==> src/rtl/mem_data_arbiter.sv <==
// mem_data_arbiter: shares the byte-wide block-RAM data port between two requesters,
// round-robin or fixed priority, with a watchdog on the memory done pulse.
module mem_data_arbiter #(
    parameter bit          FIXED_PRIO   = 1'b0,
    parameter int unsigned WAIT_TIMEOUT = 15
) (
    input  logic        clock,
    input  logic        reset,
    input  logic [15:0] m0_addr,
    input  logic [7:0]  m0_wdata,
    input  logic        m0_write,
    input  logic        m0_req,
    output logic [7:0]  m0_rdata,
    output logic        m0_done,
    output logic        m0_err,
    input  logic [15:0] m1_addr,
    input  logic [7:0]  m1_wdata,
    input  logic        m1_write,
    input  logic        m1_req,
    output logic [7:0]  m1_rdata,
    output logic        m1_done,
    output logic        m1_err,
    output logic [15:0] mem_addr,
    output logic [7:0]  mem_wdata,
    output logic        mem_write,
    output logic        mem_req,
    input  logic [7:0]  mem_rdata,
    input  logic        mem_done,
    output logic        busy,
    output logic        grant
);

    typedef enum logic [1:0] {
        S_IDLE,
        S_ISSUE,
        S_WAIT
    } state_t;

    localparam logic [7:0] CNT_LAST = 8'(WAIT_TIMEOUT - 1);

    state_t      state_q, state_d;
    logic        grant_q, grant_d;
    logic        last_grant_q, last_grant_d;
    logic [7:0]  cnt_q, cnt_d;

    logic        pick;
    logic        done;
    logic        err;
    logic [7:0]  rdata;
    logic [15:0] sel_addr;
    logic [7:0]  sel_wdata;
    logic        sel_write;

    assign sel_addr  = grant_q ? m1_addr  : m0_addr;
    assign sel_wdata = grant_q ? m1_wdata : m0_wdata;
    assign sel_write = grant_q ? m1_write : m0_write;

    // Port 1 wins when alone, or on a round-robin tie after port 0 was served
    assign pick = m1_req & (~m0_req | (~FIXED_PRIO & ~last_grant_q));

    always_comb begin
        state_d      = state_q;
        grant_d      = grant_q;
        last_grant_d = last_grant_q;
        cnt_d        = cnt_q;
        done         = 1'b0;
        err          = 1'b0;
        rdata        = 8'h00;
        mem_req      = 1'b0;
        mem_write    = 1'b0;
        mem_addr     = m0_addr;
        mem_wdata    = m0_wdata;
        busy         = 1'b0;
        case (state_q)
            S_IDLE: begin
                if (m0_req | m1_req) begin
                    state_d      = S_ISSUE;
                    grant_d      = pick;
                    last_grant_d = pick;
                end
            end
            S_ISSUE: begin
                busy      = 1'b1;
                mem_req   = 1'b1;
                mem_write = sel_write;
                mem_addr  = sel_addr;
                mem_wdata = sel_wdata;
                cnt_d     = 8'd0;
                state_d   = S_WAIT;
            end
            S_WAIT: begin
                busy      = 1'b1;
                mem_addr  = sel_addr;
                mem_wdata = sel_wdata;
                if (mem_done) begin
                    done    = 1'b1;
                    rdata   = mem_rdata;
                    state_d = S_IDLE;
                end else if (cnt_q == CNT_LAST) begin
                    done    = 1'b1;
                    err     = 1'b1;
                    state_d = S_IDLE;
                end else begin
                    cnt_d = cnt_q + 8'd1;
                end
            end
            default: state_d = S_IDLE;
        endcase
        // Reset silences every output in the cycle it is asserted
        if (reset) begin
            done      = 1'b0;
            err       = 1'b0;
            rdata     = 8'h00;
            mem_req   = 1'b0;
            mem_write = 1'b0;
            mem_addr  = 16'h0000;
            mem_wdata = 8'h00;
            busy      = 1'b0;
        end
    end

    assign m0_done  = done & ~grant_q;
    assign m1_done  = done & grant_q;
    assign m0_err   = err & ~grant_q;
    assign m1_err   = err & grant_q;
    assign m0_rdata = grant_q ? 8'h00 : rdata;
    assign m1_rdata = grant_q ? rdata : 8'h00;
    assign grant    = grant_q & ~reset;

    always_ff @(posedge clock) begin
        if (reset) begin
            state_q      <= S_IDLE;
            grant_q      <= 1'b0;
            last_grant_q <= 1'b1;
            cnt_q        <= 8'd0;
        end else begin
            state_q      <= state_d;
            grant_q      <= grant_d;
            last_grant_q <= last_grant_d;
            cnt_q        <= cnt_d;
        end
    end

endmodule

==> config.mk <==
export PLATFORM = sky130hd
export DESIGN_NAME = mem_data_arbiter
export DESIGN_NICKNAME = d
export VERILOG_FILES = /design/src/rtl/mem_data_arbiter.sv
export SDC_FILE = /design/constraint.sdc
export NUM_CORES = 1
export LEC_CHECK = 0
export BUFFER_PORTS_ARGS = -buffer_cell sky130_fd_sc_hd__buf_4
export CAP_MARGIN = 40
export CORE_ASPECT_RATIO = 1.25
export CORE_MARGIN = 2
export CORE_UTILIZATION = 38
export CTS_BUF_LIST = sky130_fd_sc_hd__clkbuf_4
export DETAILED_ROUTE_END_ITERATION = 6
export PLACE_DENSITY = 0.89
export SYNTH_ARGS = -nofsm -noshare
export SYNTH_HDL_FRONTEND = slang
export SYNTH_SLANG_ARGS = --single-unit
==> constraint.sdc <==
create_clock -name clock -period 2 [get_ports clock]
set_clock_uncertainty 0.2 [all_clocks]
set_input_delay 0.3 -clock clock [delete_from_list [all_inputs] [get_ports clock]]
set_output_delay 0.3 -clock clock [all_outputs]
set_load 0.005 [all_outputs]
=== Word level (Yosys, flattened, before mapping) ===
Cells that the tools add are included.

* Multiplexer cells: 32
* Bitwise logic cells: 12
* Add/subtract/negate cells: 1
* Equality and inequality tests: 7
* Reductions and logical operators: 6

{| class="wikitable"
|+ Operator list
! cell !! count
|-
| $mux 8 || 10
|-
| $mux 16 || 3
|-
| $pmux 8 s2 || 1
|-
| $mux 1 || 14
|-
| $add 8x1->8 const B || 1
|-
| $eq 8x4->1 const B || 1
|-
| $and 1x1->1 || 6
|-
| $mux 2 || 3
|-
| $ne 2x2->1 const B || 3
|-
| $pmux 2 s3 || 1
|-
| $not 1->1 || 4
|-
| $reduce_and 2->1 || 2
|-
| $ne 3x3->1 const B || 1
|-
| $reduce_and 3->1 || 1
|-
| $eq 2x1->1 const B || 1
|-
| $eq 2x2->1 const B || 1
|-
| $logic_not 2->1 || 1
|-
| $or 1x1->1 || 2
|-
| $reduce_bool 2->1 || 1
|-
| $reduce_or 2->1 || 1
|}

* Bits in registers: 12
* Output and inout port bits: 48

=== Longest topological paths before layout ===
Gate-level depths: netlist of the first run.

* Depth in word-level cells: 6
* Depth in mapped cells: 7

=== Worst setup path before layout of the first run ===
No wires, ideal clock.

* Kind: register -> output
* Start: register state_q[0]
* End: output port m0_rdata[0]
* Path slack: 0.090 ns
* Required time: 1.500 ns
* Data arrival time: 1.410 ns
* Stages on the path, launching flop included: 6
* Cells stage by stage: dfxtp_1 inv_1 ha_1 or3b_1 nor2_1 and2_1

* Cells in the longest elaborated chain, start to end: 4

{| class="wikitable"
|+ Ends and longest elaborated chain
! what !! RTL line !! text
|-
| start, declared || 41 || <nowiki>state_t state_q, state_d;</nowiki>
|-
| start signal, assigned || 137 || <nowiki>state_q <= state_d;</nowiki>
|-
| $eq 2x2->1 || 74 || <nowiki>case (state_q)</nowiki>
|-
| $mux 8 || 74 ||
|-
| $mux 8 || 110 || <nowiki>if (reset) begin</nowiki>
|-
| $mux 8 || 126 || <nowiki>assign m0_rdata = grant_q ? 8'h00 : rdata;</nowiki>
|-
| end, declared || 13 || <nowiki>output logic [7:0] m0_rdata,</nowiki>
|}

Every way passes these cells.

=== Worst setup path in the final report of the first run ===
* Start: register state_q[1]
* End: output port mem_addr[15]

* Cells in the longest elaborated chain, start to end: 4

{| class="wikitable"
|+ Ends and longest elaborated chain
! what !! RTL line !! text
|-
| $eq 2x2->1 or $eq 2x1->1 (tied branches) || 74 ||
|-
| $reduce_or 2->1 (no line) * || n/a ||
|-
| $mux 16 * || 74 ||
|-
| $mux 16 * || 110 ||
|-
| end, declared || 23 || <nowiki>output logic [15:0] mem_addr,</nowiki>
|}

Mark *: on every way between the ends. The rest lies on a longest branch, timed or not.

==> results of run 1 <==
-- cell type report --
cell class,instances,area [µm²],area share
Sequential cell,12,249,0.0919
Multi-Input combinational cell,165,1200,0.442
Tap cell,37,46.3,0.0171
Timing Repair Buffer,135,1160,0.430
Clock inverter,1,3.75,0.00139
Inverter,5,23.8,0.00878
Clock buffer,3,22.5,0.00831
-- layer usage --
metal	global-route usage	vias up	wire (µm)	part of all wire
li1	-	906	-	-
met1	0.271	893	1950	0.34
met2	0.469	113	3180	0.56
met3	0.0442	18	424	0.075
met4	0.0813	0	112	0.020
met5	0	-	0	0
-- synthesized netlist by cell type, types with 2 or more instances --
library cell  count
nand2_1          56
a21oi_1          32
and2_1           17
dfxtp_1          12
nor2_1           11
clkbuf_1          8
nand2b_1          7
ha_1              6
inv_1             5
mux2i_1           3
nand3b_1          3
nor2b_1           3
nor3_1            3
a211oi_1          2
a31oi_1           2
and3b_1           2
buf_2             2
nand3_1           2
o21ai_0           2
-- worst max-delay path: stages, from the launching register on --
cell and delay, ns:
dfxtp_4 0.39, inv_4 0.04, ha_4 0.26, and2_4 0.19, clkbuf_16 0.17, nand2_1 0.08
a21oi_2 0.13, buf_4 0.12
-- what timing repair did --
action	CTS	global route
gates resized for setup	39	68
pin swaps	17	39
cloned	1	2
setup endpoints to repair	44	46
setup buffers	9	8
-- per-stage QoR --
step	instance area, µm²	setup TNS (ns)	power, mW	std cells	setup slack (ns)
after floorplan	1220	0	0.498	192	0.0897
after global placement	2130	0	0.742	336	0.0604
after detailed placement	2130	0	0.755	336	0.0284
after CTS	2380	-5.39	1.02	350	-0.170
after global routing	2710	-8.78	1.20	358	-0.232
final	2710	-5.90	1.13	358	-0.182
-- registers in the layout, indices dropped and copies added (netlist names) --
register and count:
state_q 2, cnt_q 8, grant_q 1, last_grant_q 1
-- power by group through the flow --
stage               clock network (mW)  logic (mW)  registers [mW]
CTS                              0.159       0.579           0.283
floorplan                            0       0.223           0.275
detailed placement                   0       0.474           0.281
global placement                     0       0.463           0.279
finish                           0.157       0.692           0.285
global route                     0.172       0.739           0.287
-- kinds of logic (layout without fill, tap and decap cells) --
logic type / Yosys count / in the layout / synth area share
AOI/OAI and AO/OA: 44 / 44 / 0.205
and+or+nand+nor: 111 / 111 / 0.456
buffers and inverters: 15 / 144 / 0.0482
adders and majority gates: 6 / 6 / 0.0615
DFF: 12 / 12 / 0.197
muxes: 3 / 3 / 0.0246
xor gates and xnor gates: 1 / 1 / 0.00718
-- worst min-delay path by stage --
stage / from / end / slack, ns
after floorplan: last_grant_q / last_grant_q / 0.26
after global placement: last_grant_q / last_grant_q / 0.27
after detailed placement: last_grant_q / last_grant_q / 0.29
after CTS: m0_req / last_grant_q / 0.15
after global routing: m0_req / last_grant_q / 0.15
final: m0_req / last_grant_q / 0.17
==> impl_results.md, run 1 <==
- First-pass GRT wire length: 6930 µm
- Clk slew on worst S/H paths: 0.08 ns
- R2r worst-path depth: 8
- Hpwl dp: 3370 µm
- Initial antenna violation count: 0
- Sequential area share after synthesis: 0.197
- Die X: 54.7 µm
- Most frequent cells in the layout: buf_4 (111), nand2_1 (43), a21oi_2 (20)
- Final setup violation count: 44
- Warnings, synthesis: 0
- Root Buffer: clkbuf_4
- DRT Wirelength: 5670 µm
- Grt total ovfl: 0
- CP endpoint: mem_addr[15]
- PD cells: 418 nW/µm²
- Vias per Instance: 5.39
- Antenna cells: 0
- Worst vdd ir: 0.455 mV
- Crit path kind: register to output pin
- Syn Inst Count: 192
- Reg2Reg Setup Slack: 0.06 ns
- 1st-iter DRT viols: 34
- Ratio of cells with drive above 1 in the final layout: 0.648
- Clk_lat worst skew: 0.27 ns
- Critical path origin: state_q[1]
- Max-slew headroom: 0.779
- Yosys reg bits: 12
- Post-CTS Hold Buffers: 0
- Gr usage total: 0.250
- DRT Pass-1 Iters: 4
- Synthesized area: 1220 µm²
- Core area: 3140 µm²
- PnR worst setup slack: -0.182 ns
- Max Slew Vio Count: 0
- WP data required: 1.50 ns
- Gpl congestion: 0.836
- Worst hold slack: 0.165 ns
- Clock Power Share: 0.139
- Distinct cells, synth: 33
- Initial Utilization: 0.389
- FF-to-FF Start: state_q[0]
- Drt wl/cell: 15.8 µm
- CTS Sinks: 12
- Cell Int Power: 0.711 mW
- Final Cycle Share: 1.09
- Port buffer count: 110
- Min-Delay Path Depth: 3
- Area contributors post-synth: dfxtp_1 (20%), nand2_1 (17%), a21oi_1 (13%), and2_1 (8.7%), ha_1 (6.2%)
- Most common cell after layout, fill and taps aside: buf_4
- Arrival time worst endpoint: 1.68 ns
- Number of global-route vias before repair: 1,630
- Sw power: 0.423 mW
- Area grow syn2layout: 122%
- Max Cap Viol: 0
- Critical path launch point type: register
- Failing checks: setup timing
- # DRC: 0
- Hold/Removal Path Class: input pin to register
- Vias: 1,930
- P_leak: 1.31 nW
- Max Fclk: 0.458 GHz
- Syn nets: 261
- Pin count of the biggest net entering global routing: 27
- Die H: 67.3 µm
- Reg2reg end: cnt_q[3]
- CTS buffer count: 3
- Reg power frac: 0.251
- Std-Cell Rows: 23
- Fillers: 174
- CTS tree: done
- Util after Layout: 0.864
- Switching part of the total: 0.373
- Final Hold Viols: 0
- Worst slew pin tran: 0.326 ns
- Area leader, netlist: dfxtp_1
- Status: finished, violations left
- Syn Area/Cell: 6.35 µm²
- CTS Buffer Depth: 2
- Critical Path Fanout Max: 11
- Final #Nets: 391
- Die area: 3680 µm²
- CP Capture Type: output pin
- Final min period: 2.18 ns
- RSZ-0062 raised after global routing: true
- Boundary pin count: 111
- H-tree Lvls: 1
- Top cell type's share of synthesized area: 0.197
- Comb pwr share: 0.610
- DRT antenna net count: 0
- Ys flop type: dfxtp_1
- Async S/R FF share, synth: 0
- Number of synthesized flops with an enable pin: 0
Note: power is estimated with default switching activity, not from simulation.
==> run 2, diff against run 1 <==
--- a/config.mk
+++ b/config.mk
@@ -7,12 +7,12 @@
 export LEC_CHECK = 0
 export BUFFER_PORTS_ARGS = -buffer_cell sky130_fd_sc_hd__buf_4
 export CAP_MARGIN = 40
-export CORE_ASPECT_RATIO = 1.25
 export CORE_MARGIN = 2
 export CORE_UTILIZATION = 38
 export CTS_BUF_LIST = sky130_fd_sc_hd__clkbuf_4
 export DETAILED_ROUTE_END_ITERATION = 6
 export PLACE_DENSITY = 0.89
+export SLEW_MARGIN = 20
 export SYNTH_ARGS = -nofsm -noshare
 export SYNTH_HDL_FRONTEND = slang
 export SYNTH_SLANG_ARGS = --single-unit
==> run 2 against run 1 <==
Compared with the run above: the run still ends with setup timing left; sequential share of layout area is 0.41 points higher; global-route usage is 1.5 points lower; core utilization is 2.3 points lower; via count is 2.3% lower; critical path depth stayed put; worst setup slack worse by 0.072 ns; die area hardly changed; hold slack worse by 0.080 ns; sequential cell count stayed put; critical path type unchanged.
==> impl_results.md, run 2 (synthesis results as in run 1) <==
- RSZ-0062 raised after global routing: true (unchanged)
- Final Instance Area: 2570 µm² (was 2710 µm²)
- Worst vdd ir: 0.341 mV (was 0.455 mV)
- Area grow syn2layout: 110% (was 122%)
- Reg power frac: 0.255 (was 0.251)
- Largest regs: cnt_q x8, state_q x2 (unchanged)
- Gr usage total: 0.235 (was 0.250)
- Critical Path Fanout Max: 6 (was 11)
- Placed Instances: 346 (was 336)
- Min-Delay Path Depth: 2 (was 3)
- Status: finished, violations left (unchanged)
- Worst hold slack: 0.0854 ns (was 0.165 ns)
- CP endpoint: mem_wdata[4] (was mem_addr[15])
- Register area: 246 µm² (was 249 µm²)
- H-tree Lvls: 1 (unchanged)
- Placement Cell Area: 2160 µm² (was 2130 µm²)
- Most frequent cells in the layout: buf_4 (118), nand2_1 (43), a21oi_2 (20) (was buf_4 (111), nand2_1 (43), a21oi_2 (20))
- Crit path kind: register to output pin (unchanged)
- PD cells: 432 nW/µm² (was 418 nW/µm²)
- Multi-input gate area: 1170 µm² (was 1200 µm²)
- Std-Cell Rows: 20 (was 23)
- Final min period: 2.25 ns (was 2.18 ns)
- Die H: 60.7 µm (was 67.3 µm)
- Die area: 3680 µm² (about the same)
- Clk_lat worst skew: 0.28 ns (was 0.27 ns)
- Cell Int Power: 0.687 mW (was 0.711 mW)
- Sw power: 0.422 mW (was 0.423 mW)
- CTS Buffer Depth: 2 (unchanged)
- Arrival time worst endpoint: 1.75 ns (was 1.68 ns)
- Port buffer count: 110 (unchanged)
- Pin count of the biggest net entering global routing: 30 (was 27)
- Hpwl dp: 3220 µm (was 3370 µm)
- Worst slew pin tran: 0.421 ns (was 0.326 ns)
- Largest register FFs: 8 (unchanged)
- Final setup violation count: 46 (was 44)
- Initial Utilization: 0.400 (was 0.389)
- Comb pwr share: 0.597 (was 0.610)
- Max Fclk: 0.444 GHz (was 0.458 GHz)
- CP Capture Type: output pin (unchanged)
- Final #Nets: 384 (was 391)
- CTS buffer count: 3 (unchanged)
- Hold/Removal Path Class: input pin to register (unchanged)
- Grt total ovfl: 0 (unchanged)
- Most common cell after layout, fill and taps aside: buf_4 (unchanged)
- Gpl congestion: 0.777 (was 0.836)
- Max Slew Vio Count: 0 (unchanged)
- Critical path launch point type: register (unchanged)
- CTS Sinks: 12 (unchanged)
- Most flop-heavy register: cnt_q (unchanged)
- Root Buffer: clkbuf_4 (unchanged)
- Overall power: 1.11 mW (was 1.13 mW)
- Antenna cells: 0 (unchanged)
- DRT Wirelength: 5690 µm (was 5670 µm)
- Initial antenna violation count: 0 (unchanged)
- Switching part of the total: 0.381 (was 0.373)
- Number of global-route vias before repair: 1,436 (was 1,630)
- Final Hold Viols: 0 (unchanged)
- FF-to-FF Start: cnt_q[0] (was state_q[0])
- DRT Pass-1 Iters: 4 (unchanged)
- DRT antenna net count: 0 (unchanged)
- Critical path origin: state_q[1] (unchanged)
- Boundary pin count: 111 (unchanged)
- Clock Power Share: 0.148 (was 0.139)
- Max-slew headroom: 0.720 (was 0.779)
- R2r worst-path depth: 8 (unchanged)
- Reg2reg end: state_q[0] (was cnt_q[3])
- First-pass GRT wire length: 6670 µm (was 6930 µm)
- 1st-iter DRT viols: 132 (was 34)
- WP data required: 1.50 ns (about the same)
- Final Cycle Share: 1.13 (was 1.09)
- Fillers: 192 (was 174)
- Vias per Instance: 5.27 (was 5.39)
- CTS tree: done (unchanged)
- Pre-CTS WS: -0.0584 ns (was 0.0284 ns)
- # DRC: 0 (unchanged)
- Post-Layout Cell Count: 358 (unchanged)
- Ratio of cells with drive above 1 in the final layout: 0.583 (was 0.648)
- Max Cap Viol: 0 (unchanged)
- Failing checks: setup timing (unchanged)
- Core area: 3050 µm² (was 3140 µm²)
- Clk slew on worst S/H paths: 0.08 ns (about the same)
- PnR worst setup slack: -0.254 ns (was -0.182 ns)
- Die X: 60.7 µm (was 54.7 µm)
- Drt wl/cell: 15.9 µm (was 15.8 µm)
- Vias: 1,885 (was 1,930)
- Reg2Reg Setup Slack: -0.01 ns (was 0.06 ns)
- P_leak: 1.27 nW (was 1.31 nW)
-- run 2: cell type report --
| cell class | instances | area share |
|---|---|---|
| timing repair buffer | 128 | 0.408 |
| clock buffer | 3 | 0.00878 |
| multi-input combinational | 165 | 0.455 |
| sequential | 12 | 0.0961 |
| inverter | 5 | 0.00926 |
| clock inverter | 1 | 0.00146 |
| tap | 44 | 0.0215 |
-- run 2: worst min path at each step --
stage | start | endpoint
floorplan | last_grant_q | last_grant_q
global placement | last_grant_q | last_grant_q
detailed placement | last_grant_q | last_grant_q
CTS | reset | grant_q
global route | reset | grant_q
finish | reset | grant_q
-- run 2: power by group through the flow --
stage               Clock, mW  Sequential, mW  Combinational [mW]
floorplan                   0           0.275               0.223
global placement            0           0.274               0.474
detailed placement          0           0.276               0.487
CTS                     0.163           0.279               0.553
global route            0.176           0.285               0.711
finish                  0.164           0.283               0.662
-- run 2: metrics by stage --
stage / setup TNS, ns / util
floorplan: 0 / -
global placement: 0 / 0.708
detailed placement: -0.389 / 0.708
CTS: -5.34 / 0.757
global route: -9.56 / 0.841
finish: -6.53 / 0.841
-- run 2: timing repair --
action	in CTS	in global routing
gates resized for setup	24	53
cloned	1	1
hold buffers	0	0
pin swaps	4	33
setup endpoints to repair	44	44
buffers inserted	2	4
-- run 2: critical path, cell delays in order, from the launching register on --
cell and delay, ns:
dfxtp_4 0.39, inv_4 0.05, ha_4 0.27, and2_4 0.20
buf_12 0.16, nand2_4 0.06, a21oi_2 0.19, buf_4 0.15
-- run 2: per-layer routing --
| metal | wire, µm | vias to the layer above | track usage |
|---|---|---|---|
| met3 | 454 | 18 | 0.0512 |
| li1 | - | 894 | - |
| met4 | 138 | 0 | 0.0404 |
| met1 | 2110 | 867 | 0.322 |
| met5 | 0 | - | 0 |
| met2 | 2980 | 106 | 0.387 |
